`src/rtl/addsub_rr_arbiter.sv`:
```
// Round-robin arbiter sharing one 64-bit add/sub datapath among NUM_REQ requesters.
// At most one operation is in flight: accept -> execute -> respond.
module addsub_rr_arbiter #(
  parameter int NUM_REQ = 4,
  parameter int IDW     = 2
) (
  input  logic                  clk,
  input  logic                  rst,
  input  logic [NUM_REQ-1:0]    req_valid,
  output logic [NUM_REQ-1:0]    req_ready,
  input  logic [NUM_REQ-1:0]    req_op,
  input  logic [NUM_REQ*64-1:0] req_a,
  input  logic [NUM_REQ*64-1:0] req_b,
  output logic [NUM_REQ-1:0]    rsp_valid,
  input  logic [NUM_REQ-1:0]    rsp_ready,
  output logic [63:0]           rsp_data,
  output logic [63:0]           alu_inA,
  output logic [63:0]           alu_inB,
  output logic                  alu_control,
  input  logic [63:0]           alu_out,
  output logic                  busy,
  output logic [IDW-1:0]        grant_id
);

  typedef enum logic [1:0] {
    IDLE = 2'd0,
    EXEC = 2'd1,
    RESP = 2'd2
  } state_t;

  state_t         state, state_nxt;
  logic [IDW-1:0] rr_ptr;
  logic [IDW-1:0] cand;
  logic [IDW-1:0] winner;
  logic [IDW-1:0] rr_next;
  logic           found;
  logic           accept;
  logic [63:0]    a_arr [NUM_REQ];
  logic [63:0]    b_arr [NUM_REQ];

  for (genvar i = 0; i < NUM_REQ; i++) begin : g_unpack
    assign a_arr[i] = req_a[64*i +: 64];
    assign b_arr[i] = req_b[64*i +: 64];
  end

  // First valid requester starting at rr_ptr, wrapping modulo NUM_REQ.
  always_comb begin
    found  = 1'b0;
    winner = '0;
    cand   = '0;
    for (int k = 0; k < NUM_REQ; k++) begin
      cand = IDW'((int'(rr_ptr) + k) % NUM_REQ);
      if (!found && req_valid[cand]) begin
        found  = 1'b1;
        winner = cand;
      end
    end
  end

  assign rr_next = IDW'((int'(winner) + 1) % NUM_REQ);
  assign accept  = (state == IDLE) && found;
  assign busy    = (state != IDLE);

  always_comb begin
    state_nxt = state;
    req_ready = '0;
    rsp_valid = '0;
    case (state)
      IDLE: begin
        if (found) begin
          req_ready[winner] = 1'b1;
          state_nxt         = EXEC;
        end
      end
      EXEC: state_nxt = RESP;
      RESP: begin
        rsp_valid[grant_id] = 1'b1;
        if (rsp_ready[grant_id]) state_nxt = IDLE;
      end
      default: state_nxt = IDLE;
    endcase
  end

  always_ff @(posedge clk) begin
    if (rst) begin
      state       <= IDLE;
      rr_ptr      <= '0;
      grant_id    <= '0;
      alu_inA     <= '0;
      alu_inB     <= '0;
      alu_control <= 1'b0;
      rsp_data    <= '0;
    end else begin
      state <= state_nxt;
      if (accept) begin
        alu_inA     <= a_arr[winner];
        alu_inB     <= b_arr[winner];
        alu_control <= req_op[winner];
        grant_id    <= winner;
        rr_ptr      <= rr_next;
      end
      if (state == EXEC) rsp_data <= alu_out;
    end
  end

endmodule

```
`config.mk`:
```
export PLATFORM = sky130hd
export DESIGN_NAME = addsub_rr_arbiter
export DESIGN_NICKNAME = d
export VERILOG_FILES = /design/src/rtl/addsub_rr_arbiter.sv
export SDC_FILE = /design/constraint.sdc
export NUM_CORES = 1
export LEC_CHECK = 0
export CAP_MARGIN = 20
export CORE_AREA = 10 10 303 305
export DETAILED_ROUTE_END_ITERATION = 16
export DIE_AREA = 0 0 313 315
export MAX_ROUTING_LAYER = met4
export PLACE_DENSITY = 0.44
export SETUP_SLACK_MARGIN = 0.02
export SYNTH_ARGS = -nofsm -noshare
export SYNTH_HDL_FRONTEND = slang
export SYNTH_SLANG_ARGS = --single-unit
```
`constraint.sdc`:
```
create_clock -name clk -period 2.25 [get_ports clk]
set_clock_uncertainty 0.05 [all_clocks]
set_input_delay 0.225 -clock clk [delete_from_list [all_inputs] [get_ports clk]]
set_output_delay 0.225 -clock clk [all_outputs]
set_load 0.1 [all_outputs]
```
# After elaboration in Yosys (flattened, before gate mapping)
# Index checks and enable logic that the tools add are counted.
# classes
n_bitwise,1
n_addsub,4
eq_ne,4
magnitude_cmp,9
mux,36
reduce_logical,12
# ops
operator,count
64-bit binary-select mux with 2-bit select,2
64-bit 2-to-1 mux,4
2-bit by 3-bit < comparator with 1-bit output (second input constant),6
1-bit binary-select mux with 2-bit select,6
1-bit 2-to-1 mux,12
2-bit 2-to-1 mux,6
4-bit 2-to-1 mux,3
1-bit logical AND,6
2-bit one-hot mux with 3 select lines,1
2-bit by 1-bit adder with 2-bit output (second input constant),2
2-bit adder (second input constant),2
1-bit demux with 2-bit select,2
2-bit by 1-bit greater-or-equal comparator with 1-bit output (second input constant),2
2-bit != test (second input constant),2
3-bit greater-or-equal comparator (second input constant),1
1-bit logical NOT,3
2-bit inverter with 3-bit output,1
2-bit by 1-bit equality test with 1-bit output (second input constant),1
2-bit equality test (second input constant),1
2-bit logical NOT,1
2-bit AND reduction,1
2-bit nonzero test,1
# word_totals
output_inout_bits,204
regBits,199
elab_cells,73

# Longest topological paths before layout
# logic_depth
depth_word,18
mapped_depth,9
ltp_nobuf,5

# Worst setup path after synthesis
# Ideal clock, no wire load.
# synth_path
path_kind,register to output
start,register grant_id[0]
end,output port rsp_valid[1]
slack_ps,-1357
path_buffers,0
arrival_ps,3332
t_required_ps,1975
path_stages_with_launch,2
cell_sequence,dfxtp_1 nor3b_1
# synth_between
elab_chain_cells,5
# synth_rtl
item,line_no,source
start: declaration,22,output logic [IDW-1:0] grant_id
start signal: assignment,99,grant_id <= winner;
2-bit by 3-bit < comparator with 1-bit output (not written as such) or 2-bit by 1-bit greater-or-equal comparator with 1-bit output (tied branches),77,rsp_valid[grant_id] = 1'b1;
1-bit logical AND (not written as such),77,
1-bit 2-to-1 mux (not written as such),77,
1-bit demux with 2-bit select (*),77,
4-bit 2-to-1 mux (*),68,case (state)
end: declaration,14,"output logic [NUM_REQ-1:0] rsp_valid,"
# Mark *: on every way between the ends. The rest lies on a longest branch, timed or not.

# Worst setup path after layout
# layout_path
start,register rr_ptr[0]
end,output port req_ready[1]
# layout_between
elab_chain_cells,18
# layout_rtl
item,line_no,source
start: declaration,32,logic [IDW-1:0] rr_ptr;
start signal: assignment,100,rr_ptr <= rr_next;
branches (longest 16 deep; another with 2-bit by 3-bit < comparator with 1-bit output),-,
4-bit 2-to-1 mux (*),70,if (found) begin
4-bit 2-to-1 mux (*),68,
end: declaration,10,"output logic [NUM_REQ-1:0] req_ready,"
# Every way passes the cells marked *. The select of a mux whose other input is x is not followed.

==> results by stage <==
Run status:
- The final reports fail on negative setup slack.
- The run finished, with violations left.

Clock network:
- The number of buffers on the longest clock path is 2.
- The later-pin clock latency in the skew report is 0.51 ns.
- The clock-pin slew on the worst setup and hold paths is 0.09 ns.
- The TritonCTS clock tree is yes.
- In this run the clock root is driven by a sky130_fd_sc_hd__clkbuf_16.
- CTS built an H-tree with a depth of 4.
- The number of clock buffers added by TritonCTS is 17.
- The clock net in this run drives a total of 199 sinks.

Synth:
- Summing the areas of all and, or, nand and nor instances in the mapped netlist gives 16.8% of the synthesized area.
- The number of synthesized flops with an enable pin is 0.
- The most frequently used cell type in the post-synthesis netlist is sky130_fd_sc_hd__nand2_1.
- For this run, the register share of the synthesized area comes to 36.5%.
- After Yosys synthesis, XOR and XNOR cells account for 0.0803% of the synthesized area.
- In the synthesized netlist, the number of instances is 1351.
- The share of flip-flops with an asynchronous set or reset after synthesis is 0%.
- The primary flip-flop cell chosen by synthesis mapping is sky130_fd_sc_hd__dfxtp_1.
- For this run, the number of Yosys warnings is 0.
- Multiplexer cells account for 12.0% of the synthesized area.
- The post-synthesis cell type with the largest combined area is sky130_fd_sc_hd__dfxtp_1.
- The synthesized netlist devotes 28.1% of its cell area to compound gates.
- In this run, distinct cell masters in the synthesized netlist total 39.
- Synthesis produced a netlist with a net count of 1941.
- The mapped netlist covers 10900 µm².
- The dominant combinational cell family by area after synthesis is compound AO/OA/AOI/OAI gates.
- The adder and majority gate portion of the synthesized area is 0%.
- The synthesized design contains 199 register bits.
- The post-synthesis area per instance is 8.07 µm².
- The commonest cells after synthesis are 263 x sky130_fd_sc_hd__nand2_1, 199 x sky130_fd_sc_hd__dfxtp_1, 129 x sky130_fd_sc_hd__mux2i_1.
- The synthesized design devotes to its leading area cell type 36.5% of total area.
- Sorting the synthesized cells by area gives the leading types as sky130_fd_sc_hd__dfxtp_1 37%, sky130_fd_sc_hd__mux2i_1 12%, sky130_fd_sc_hd__nand2_1 9.1%, sky130_fd_sc_hd__a21o_1 8.8%, sky130_fd_sc_hd__o211ai_1 7.6%.

Floorplanning:
- The floorplan step defined a core boundary enclosing 85900 µm².
- The floorplan step set the die height to 315 µm.
- The top-level port count is 794.
- The die is 313 µm wide.
- The die covers 98600 µm².
- The number of placement rows is 108.
- The initial utilization of the core area, before any placement, comes to 12.7%.

Global routing:
- The number of global-route vias before repair was 15000.
- The initial antenna violation count is 14.
- The global-route usage over all layers is 14.8%.
- Global routing finished with a remaining overflow of 0.
- The largest net degree at the start of global routing is 54.
- The first global-routing pass estimated 105000 µm of wire.

Setup path:
- The element type at the critical path end is an output port.
- The worst setup path is launched from a register.
- For the worst flop-to-flop path, the logic depth is 6.
- At the worst endpoint, the arrival time is 2.01 ns.
- The worst setup path is of the register to output port kind.
- The highest net fanout along the worst path is 2.
- The required time reported for the critical path endpoint is 1.98 ns.

Hold path:
- The cell count of the worst hold path is 3.
- In this run the worst hold path is classified as primary input to register.

STA:
- The number of hold violations in the final report came to 0.
- Across all setup checks in the final design, the least slack found is -0.0386 ns.
- The peak clock frequency supported by timing is 0.437 GHz.
- The ratio of final minimum period to clock period is 102%.
- The number of slew-limit violations in the final report is 0.
- Setup repair after global routing could not meet its margin everywhere.
- The time the worst path needs with I/O delays and setup is 2.29 ns.
- The final hold slack is 0.202 ns.
- In the final timing run, aggregate negative setup slack is -0.0622 ns.
- Headroom to the max-slew limit came out at 57.4%.
- At the pin with the least slew margin, the transition time is 0.639 ns.
- The final-report setup violation count is 2.

Final layout:
- From synthesis to final layout, the design area changed by 104%.
- In the final design database the tool counted 2820 nets.
- The final standard cell area without fillers is 22200 µm².
- The post-route netlist has 22.3% of its cells at a drive strength greater than 1.

Power and ir drop:
- For this design the static power due to leakage is 9.11 nW.
- Power spread over the standard cell area amounts to 851 nW/µm².
- The peak ir drop on the vdd network is 572 µV.

Routing:
- The number of detailed-routing iterations run before antenna repair is 5.
- Using the TritonRoute via totals, the vias-per-cell ratio works out to 4.09.
- Summed over all layers, the routed wires come to 75800 µm.
- The first routing iteration left 736 violations.
- After detailed routing, the average wire length per cell comes to 22.2 µm.
- The antenna violation net count after detailed routing is 0.
- The detailed router placed 13900 vias in this run.
- For this run, design rule violations remaining after detail routing come to 0.

Run:
- Max-cap violations in this run came to 0.

Placed design:
- The count of buffers added on input and output ports is 793.
- The final weighted congestion in routability-driven placement is 0.888.
- Before CTS, the worst setup slack after placement is -0.305 ns.
- The placed instances occupy a cell area of 21000 µm².
- The HPWL after detailed placement is 61200 µm.
state kept, by name, indices dropped and copies added (netlist names):
| name | cells |
|---|---|
| rsp_data | 64 |
| rr_ptr | 2 |
| alu_inA | 64 |
| state | 2 |
| alu_control | 1 |
| grant_id | 2 |
| alu_inB | 64 |
metrics by stage:
step / power [mW] / utilization (%) / std cells
floorplan: 11.2 / - / 1351
global placement: 15.1 / 24.4 / 3337
detailed placement: 15.1 / 24.4 / 3337
CTS: 19.0 / 25.5 / 3389
global route: 19.7 / 25.8 / 3409
finish: 18.9 / 25.8 / 3409
placed cells by master (no fill, tap or decap), types with 40 or more instances in the layout:
cell	instances
sky130_fd_sc_hd__buf_4	348
sky130_fd_sc_hd__mux2i_1	126
sky130_fd_sc_hd__nand3_1	115
sky130_fd_sc_hd__a21oi_1	67
sky130_fd_sc_hd__clkdlybuf4s50_1	587
sky130_fd_sc_hd__buf_12	40
sky130_fd_sc_hd__dfxtp_1	196
sky130_fd_sc_hd__o211ai_1	111
sky130_fd_sc_hd__nand2_1	260
sky130_fd_sc_hd__a21o_1	128
sky130_fd_sc_hd__o21ai_0	128
metal layers:
metal  wire length, µm  vias to the layer above  GRT usage, %
li1                  -                     6634             -
met1             30000                     6647          15.8
met2             38200                      577          25.5
met3              6070                       68          5.26
met4              1640                        0          4.80
met5                 0                        -             -
cell type report:
cell class                 instances  area [µm²]
fill                            9311       63700
timing repair buffer             995        9630
multi-input combinational       1014        6450
sequential                       199        3990
tap                             1155        1450
clock buffer                      17         425
clock inverter                    15         214
antenna                           11        27.5
inverter                           3        11.3
cell families after synthesis:
logic type,count (synthesis)
DFF,199
xor gates and xnor gates,1
muxes,130
buffers and inverters,138
AOI/OAI and AO/OA,460
and+or+nand+nor,423
power breakdown:
part | leakage (nW) | total (mW) | internal [mW] | switching, mW
combinational | 7.16 | 10.9 | 3.64 | 7.22
sequential | 1.64 | 4.51 | 4.12 | 0.389
clock | 0.307 | 3.53 | 1.65 | 1.88
final timing paths:
| path | start | endpoint | slack (ns) |
|---|---|---|---|
| worst min-delay path | alu_out[62] | rsp_data[62] | 0.20 |
| worst max register to register | rr_ptr[1] | alu_inB[30] | 0.11 |
| worst min register to register | rsp_data[28] | rsp_data[28] | 0.41 |
| worst max-delay path | rr_ptr[0] | req_ready[1] | -0.04 |
worst max-delay path, stage by stage, from the launching register on:
cell	delay, ns
sky130_fd_sc_hd__dfxtp_2	0.34
sky130_fd_sc_hd__nand2b_4	0.12
sky130_fd_sc_hd__buf_6	0.10
sky130_fd_sc_hd__nand4b_1	0.17
sky130_fd_sc_hd__buf_4	0.20
sky130_fd_sc_hd__nand2_4	0.08
sky130_fd_sc_hd__nand2_4	0.06
sky130_fd_sc_hd__buf_6	0.12
sky130_fd_sc_hd__nor2_4	0.11
sky130_fd_sc_hd__buf_12	0.18
what timing repair did:
action	in CTS	in global routing
gates cloned	1	5
pin swaps	9	11
hold buffers	1	0
resized for setup	35	15
setup endpoints to repair	4	92
endpoints found under the hold margin	1	0
setup buffers	18	7
(Power assumes the default switching activity.)
